## config.mk

```make
export PLATFORM = sky130hd
export DESIGN_NAME = uart_tx_arbiter
export DESIGN_NICKNAME = d
export VERILOG_FILES = /design/src/rtl/uart_tx_arbiter_pkg.sv /design/src/rtl/uart_tx_arbiter_rr_arbiter.sv /design/src/rtl/uart_tx_arbiter.sv
export SDC_FILE = /design/constraint.sdc
export NUM_CORES = 1
export LEC_CHECK = 0
export CORE_ASPECT_RATIO = 1.1
export CORE_MARGIN = 2
export CORE_UTILIZATION = 50
export CTS_CLUSTER_SIZE = 25
export DETAILED_ROUTE_END_ITERATION = 16
export PLACE_DENSITY = 0.92
export SYNTH_ARGS = -nofsm -noshare
export SYNTH_HDL_FRONTEND = slang
export SYNTH_SLANG_ARGS = --single-unit
```

## constraint.sdc

```tcl
create_clock -name clk -period 2.5 [get_ports clk]
set_input_delay 0.375 -clock clk [delete_from_list [all_inputs] [get_ports clk]]
set_output_delay 0.375 -clock clk [all_outputs]
set_load 0.05 [all_outputs]
```

## src/rtl/uart_tx_arbiter_pkg.sv

```systemverilog
// Shared types and helpers for the UART TX arbiter: FSM encoding, latched word payload,
// byte selection and timeout counter sizing.
package uart_tx_arbiter_pkg;

   localparam int unsigned WORD_W         = 32;
   localparam int unsigned BYTE_W         = 8;
   localparam int unsigned BYTES_PER_WORD = 4;
   localparam int unsigned IDX_W          = 2;
   localparam int unsigned STRB_W         = 2;

   typedef enum logic [1:0] {
      ST_IDLE = 2'd0,
      ST_SEND = 2'd1,
      ST_GAP  = 2'd2
   } state_t;

   typedef struct packed {
      logic [WORD_W-1:0] data;
      logic [STRB_W-1:0] strobe;
   } word_t;

   // Counter only has to reach TIMEOUT_CYC-1; a disabled timeout still gets a 1-bit counter.
   function automatic int unsigned cnt_width(input int unsigned timeout);
      return (timeout < 2) ? 1 : $clog2(timeout);
   endfunction

   function automatic logic [BYTE_W-1:0] byte_sel(input logic [WORD_W-1:0] w,
                                                  input logic [IDX_W-1:0]  i);
      case (i)
         2'd0:    return w[7:0];
         2'd1:    return w[15:8];
         2'd2:    return w[23:16];
         default: return w[31:24];
      endcase
   endfunction

endpackage

```

## src/rtl/uart_tx_arbiter_rr_arbiter.sv

```systemverilog
// Round-robin picker: first request at or after the pointer wins; the pointer
// moves past the winner whenever the caller strobes update.
module uart_tx_arbiter_rr_arbiter
   import uart_tx_arbiter_pkg::*;
#(
   parameter int unsigned NUM_REQ = 2
) (
   input  logic               clk,
   input  logic               rst,
   input  logic [NUM_REQ-1:0] req,
   input  logic               update,
   output logic [NUM_REQ-1:0] grant,
   output logic [IDX_W-1:0]   index,
   output logic               any
);

   logic [IDX_W-1:0] ptr;

   // Two passes: indices from ptr upward, then the wrapped-around low indices.
   always_comb begin
      grant = '0;
      index = '0;
      any   = 1'b0;
      for (int j = 0; j < int'(NUM_REQ); j++) begin
         if (!any && (j >= int'(ptr)) && req[j]) begin
            any      = 1'b1;
            grant[j] = 1'b1;
            index    = IDX_W'(j);
         end
      end
      for (int j = 0; j < int'(NUM_REQ); j++) begin
         if (!any && (j < int'(ptr)) && req[j]) begin
            any      = 1'b1;
            grant[j] = 1'b1;
            index    = IDX_W'(j);
         end
      end
   end

   always_ff @(posedge clk or posedge rst) begin
      if (rst) begin
         ptr <= '0;
      end else if (update && any) begin
         ptr <= (int'(index) == int'(NUM_REQ) - 1) ? '0 : index + 1'b1;
      end
   end

endmodule

```

## src/rtl/uart_tx_arbiter.sv

```systemverilog
// Shares one byte-wide UART transmitter between NUM_REQ word requesters:
// grants round-robin, then serialises the latched word LSB-first with a per-byte timeout.
module uart_tx_arbiter
   import uart_tx_arbiter_pkg::*;
#(
   parameter int unsigned NUM_REQ     = 2,
   parameter int unsigned TIMEOUT_CYC = 4096
) (
   input  logic                      clk,
   input  logic                      rst,
   input  logic [NUM_REQ-1:0]        req,
   input  logic [WORD_W*NUM_REQ-1:0] req_data,
   input  logic [STRB_W*NUM_REQ-1:0] req_strobe,
   output logic [NUM_REQ-1:0]        ack,
   output logic [BYTE_W-1:0]         tx_data,
   output logic                      tx_dv,
   input  logic                      tx_done,
   output logic                      busy,
   output logic [1:0]                owner,
   output logic                      err
);

   localparam int unsigned      CNT_W    = cnt_width(TIMEOUT_CYC);
   localparam logic [CNT_W-1:0] CNT_LAST = CNT_W'((TIMEOUT_CYC == 0) ? 0 : TIMEOUT_CYC - 1);

   state_t             state, state_n;
   word_t              word_q, word_n, word_in;
   logic [IDX_W-1:0]   bidx, bidx_n;
   logic [CNT_W-1:0]   cnt, cnt_n;
   logic [NUM_REQ-1:0] ack_n, grant;
   logic [IDX_W-1:0]   gidx;
   logic [1:0]         owner_n;
   logic [BYTE_W-1:0]  tx_data_n;
   logic               gany, upd, err_n, expire;

   uart_tx_arbiter_rr_arbiter #(.NUM_REQ(NUM_REQ)) u_rr (
      .clk    (clk),
      .rst    (rst),
      .req    (req),
      .update (upd),
      .grant  (grant),
      .index  (gidx),
      .any    (gany)
   );

   // Payload of the requester the arbiter is currently pointing at.
   always_comb begin
      word_in = '0;
      for (int j = 0; j < int'(NUM_REQ); j++) begin
         if (IDX_W'(j) == gidx) begin
            word_in.data   = req_data[WORD_W*j +: WORD_W];
            word_in.strobe = req_strobe[STRB_W*j +: STRB_W];
         end
      end
   end

   assign expire = (TIMEOUT_CYC != 0) && (cnt == CNT_LAST);

   always_comb begin
      state_n   = state;
      word_n    = word_q;
      bidx_n    = bidx;
      cnt_n     = cnt;
      ack_n     = '0;
      err_n     = 1'b0;
      owner_n   = owner;
      upd       = 1'b0;
      tx_data_n = tx_data;
      unique case (state)
         ST_IDLE: begin
            cnt_n = '0;
            if (gany) begin
               upd     = 1'b1;
               word_n  = word_in;
               owner_n = gidx;
               ack_n   = grant;
               bidx_n  = '0;
               state_n = ST_SEND;
            end
         end
         ST_SEND: begin
            // A done arriving on the expiry cycle still counts as delivered.
            if (tx_done) begin
               cnt_n = '0;
               if (bidx == word_q.strobe) begin
                  state_n = ST_IDLE;
               end else begin
                  bidx_n  = bidx + 1'b1;
                  state_n = ST_GAP;
               end
            end else if (expire) begin
               cnt_n   = '0;
               err_n   = 1'b1;
               state_n = ST_IDLE;
            end else begin
               cnt_n = cnt + 1'b1;
            end
         end
         ST_GAP: begin
            cnt_n   = '0;
            state_n = ST_SEND;
         end
         default: state_n = ST_IDLE;
      endcase
      if (state_n == ST_SEND) tx_data_n = byte_sel(word_n.data, bidx_n);
   end

   always_ff @(posedge clk or posedge rst) begin
      if (rst) begin
         state   <= ST_IDLE;
         word_q  <= '0;
         bidx    <= '0;
         cnt     <= '0;
         ack     <= '0;
         err     <= 1'b0;
         owner   <= '0;
         tx_data <= '0;
         tx_dv   <= 1'b0;
         busy    <= 1'b0;
      end else begin
         state   <= state_n;
         word_q  <= word_n;
         bidx    <= bidx_n;
         cnt     <= cnt_n;
         ack     <= ack_n;
         err     <= err_n;
         owner   <= owner_n;
         tx_data <= tx_data_n;
         tx_dv   <= (state_n == ST_SEND);
         busy    <= (state_n != ST_IDLE);
      end
   end

endmodule

```

==> results.md <==
- Synthesized instance count: 350
- Vias after detailed routing: 3398
- CTS tree: done
- Critical path arrival: 2530 ps
- Setup repair after global routing missed its margin: false
- Path type of the worst setup path: in -> reg
- Number of levels in the clock H-tree: 3
- Number of warnings issued by yosys: 0
- Delay of the slowest cell on the worst path: 560 ps
- Mean instance size in the synthesized netlist: 10.3 µm²
- Sequential fraction of the synthesis area: 45.2%
- Skew final: about 11 ps
- Nets: 515
- Worst EP required: 2730 ps
- Cell with the largest stage delay on the worst path: clkdlybuf4s50_1
- Share of total power in combinational logic: a little under three fifths
- Sw power: around 2.5 mW
- Power density normalized to cell area: 1210 nW/µm²
- Wire length of the first global-routing pass: about 17 mm
- Number of I/O port buffers: 86
- Cell row count: 32
- Unique cell type count in the Yosys netlist: 50
- Global placement routability congestion: 0.909
- Starting density of the core: 51.3%
- Final Non-Filler Cells: around 530
- Global-route total usage across every layer: 26.9%
- Clk buf depth: 2
- Antenna violations before repair: 0
- Initial DRC count: 285
- Synth Register Bits: 65
- Post-Synthesis Net Count: 424
- Setup-violating endpoint count in the final report: 0
- Proportion of power drawn by flip-flops and latches: ~29%
- Worst IR Drop VDD: 0.914 mV
- Pin count of the biggest net entering global routing: 66
- Height of the die: 93.0 µm
- Top fanout value on the critical path: 18
- Clock tree root driver cell: clkbuf_8
- Worst slew pin tran: 775 ps
- Highest-count cells in the layout ignoring fill and taps: clkdlybuf4s50_1 (86), dfrtp_1 (65), a311oi_1 (40)
- Die width: ~85 µm
- Remaining design rule violation count: 0
- Overflow after GRT: 0
- Count of instances resized after the clock tree is built: 0
- Wire length reported by the detailed router: 10.2 mm
- Worst min-delay path category: in -> async
- EDFF count, synth: 0
- Initial DRT Pass Iterations: 5
- Vias in the first global route: 3442
- Clock slew seen by the registers of the worst setup and hold paths: 70 ps
- Commonest non-fill, non-tap cell in the layout: clkdlybuf4s50_1
- Post-detailed-route count of antenna-violating nets: 0
- Antenna diode instance count: 0
- Switching power as a share of total power: 41.8%
- Ports placed on the boundary: 88
- Max-cap check violation count: 0
- HPWL Detailed: approximately 7.1 mm
- Final count of hold timing violations: 0
- Total number of clock tree sinks: 65
- Drt wl/cell: 19.3 µm
- Outcome: finished, final reports clean
- Layout Utilization: 69.4%
- Crit path time final: about 2300 ps
- Area of the placeable core: 7010 µm²
- Count of placed standard cells including taps: 515
- Slew Limit Fails: 0
- Ratio of routed vias to standard cells: roughly 6.4
- Portion of the clock cycle consumed by the worst path in the final layout: between 90% and 100%
- Register-to-Register Path Depth: 7
- Area growth from synthesis to layout: 35.1%
- Most instantiated flip-flop cell in the synthesis netlist: dfrtp_1
- Crit. End Element: flip-flop
- Internal power summed over all cells: 3.42 mW
- Full die area: 7890 µm²
- Hold buffer count at cts: 0
- Setup bufs post-CTS: 0
- Most Frequent Cell on Critical Path: buf_4
- Cells along the critical path: clkdlybuf4s50_1 > nor2_2 > buf_4 > a21oi_1 > a21oi_2 > buf_4 > clkinv_1 > a311oi_1
- Cell area after synthesis: 3600 µm²
- Kind of launch point of the worst setup path: primary input
- Fraction of layout instances using a drive strength above 1: 12.3%
- Highest achievable clock rate: between 0.4 and 0.5 GHz
- Cell leakage power: 1.94 nW
- Worst slew margin: 47.0%
- Total power after layout: 5.88 mW
- Share of flip-flops with an asynchronous set or reset: 100%
- Source-to-sink clock delay at the later pin of the worst-skew pair: 350 ps
- Clock network power share: 15.9%
- Number of buffers inserted during clock tree synthesis: 9
through the flow:
| step | area, µm² | TNS, ps | hold slack [ps] | setup WS, ps |
|---|---|---|---|---|
| 2_1_floorplan | 3600 | 0 | 477 | 499 |
| 3_3_place_gp | 4650 | 0 | 486 | 59.5 |
| 3_5_place_dp | 4650 | -251 | 489 | -72.2 |
| 4_1_cts | 4860 | 0 | 422 | 235 |
| 5_1_grt | 4860 | 0 | 458 | 30.9 |
| 6_report | 4860 | 0 | 393 | 205 |
metal layers:
metal | global-route usage, % | up-vias | wire (µm)
met5 | 0 | - | 0
met4 | 14.9 | 0 | 347
met3 | 4.10 | 31 | 627
met1 | 34.2 | 1631 | 4060
met2 | 43.9 | 183 | 5210
li1 | - | 1553 | -
path summary, 6_finish.rpt:
path / endpoint / from / slack [ps]
min in group clk: owner[0] / owner[0] / 520
worst max register to register: tx_data[3] / cnt[0] / 270
worst min-delay path: word_q[20] / rst / 390
worst min register to register: owner[0] / owner[0] / 520
worst max-delay path: tx_data[7] / req[1] / 210
max in group asynchronous: tx_dv / rst / 1800
cells in the mapped netlist, drive strengths merged (2+ instances only):
cell type	n	area (µm²)
a31oi	2	12.5
or2	2	12.5
dfrtp	65	1630
and4	2	17.5
nand3	4	20.0
inv	6	22.5
nand2	11	41.3
a221oi	8	70.1
clkbuf	19	71.3
o21ai	39	195
a21boi	3	22.5
a311oi	40	350
and2	6	37.5
a2bb2oi	24	210
nor3	3	15.0
a21oi	22	114
mux2i	12	133
buf	15	128
a2111oi	9	78.8
xor2	3	26.3
and3	2	12.5
nand2b	2	12.5
nor2b	15	93.8
xnor2	4	42.6
nor2	17	76.3
critical path, delay by kind of cell:
kind | cells | cell delay [ps]
simple gates | 1 | 240
compound gates | 3 | 620
buf+inv | 4 | 1290
layout make-up:
cell class | instances | area [µm²]
Multi-Input combinational cell | 244 | 1750
Sequential cell | 65 | 1630
Inverter | 7 | 26.3
Timing Repair Buffer | 114 | 1150
Clock buffer | 14 | 173
Tap cell | 85 | 106
Fill cell | 500 | 2150
Clock inverter | 2 | 35.0
power groups by stage:
stage	combinational, mW	sequential, mW	clock [mW]
2_1_floorplan	1.93	1.99	0
3_3_place_gp	3.06	1.69	0
5_1_grt	3.46	1.74	0.992
6_report	3.25	1.70	0.936
4_1_cts	3.22	1.70	0.944
3_5_place_dp	3.19	1.71	0
state kept, by name (all words and copies together) (netlist names):
register and flops:
cnt 12, tx_data 8, state 2, err 1, owner 1, busy 1
u_rr.ptr 1, bidx 2, ack 2, tx_dv 1, word_q 34
cells by family (layout without fill, tap and decap cells):
group | Yosys count | after routing | synth area share [%]
xor+xnor | 7 | 7 | 1.91
buf+inv | 41 | 137 | 6.26
simple gates | 69 | 69 | 10.7
fa+ha+maj | 1 | 1 | 0.348
mux | 13 | 13 | 4.00
flops | 65 | 65 | 45.2
compound gates | 153 | 153 | 31.5
other cells | 1 | 1 | 0.104
Note: power is estimated with default switching activity, not from simulation.
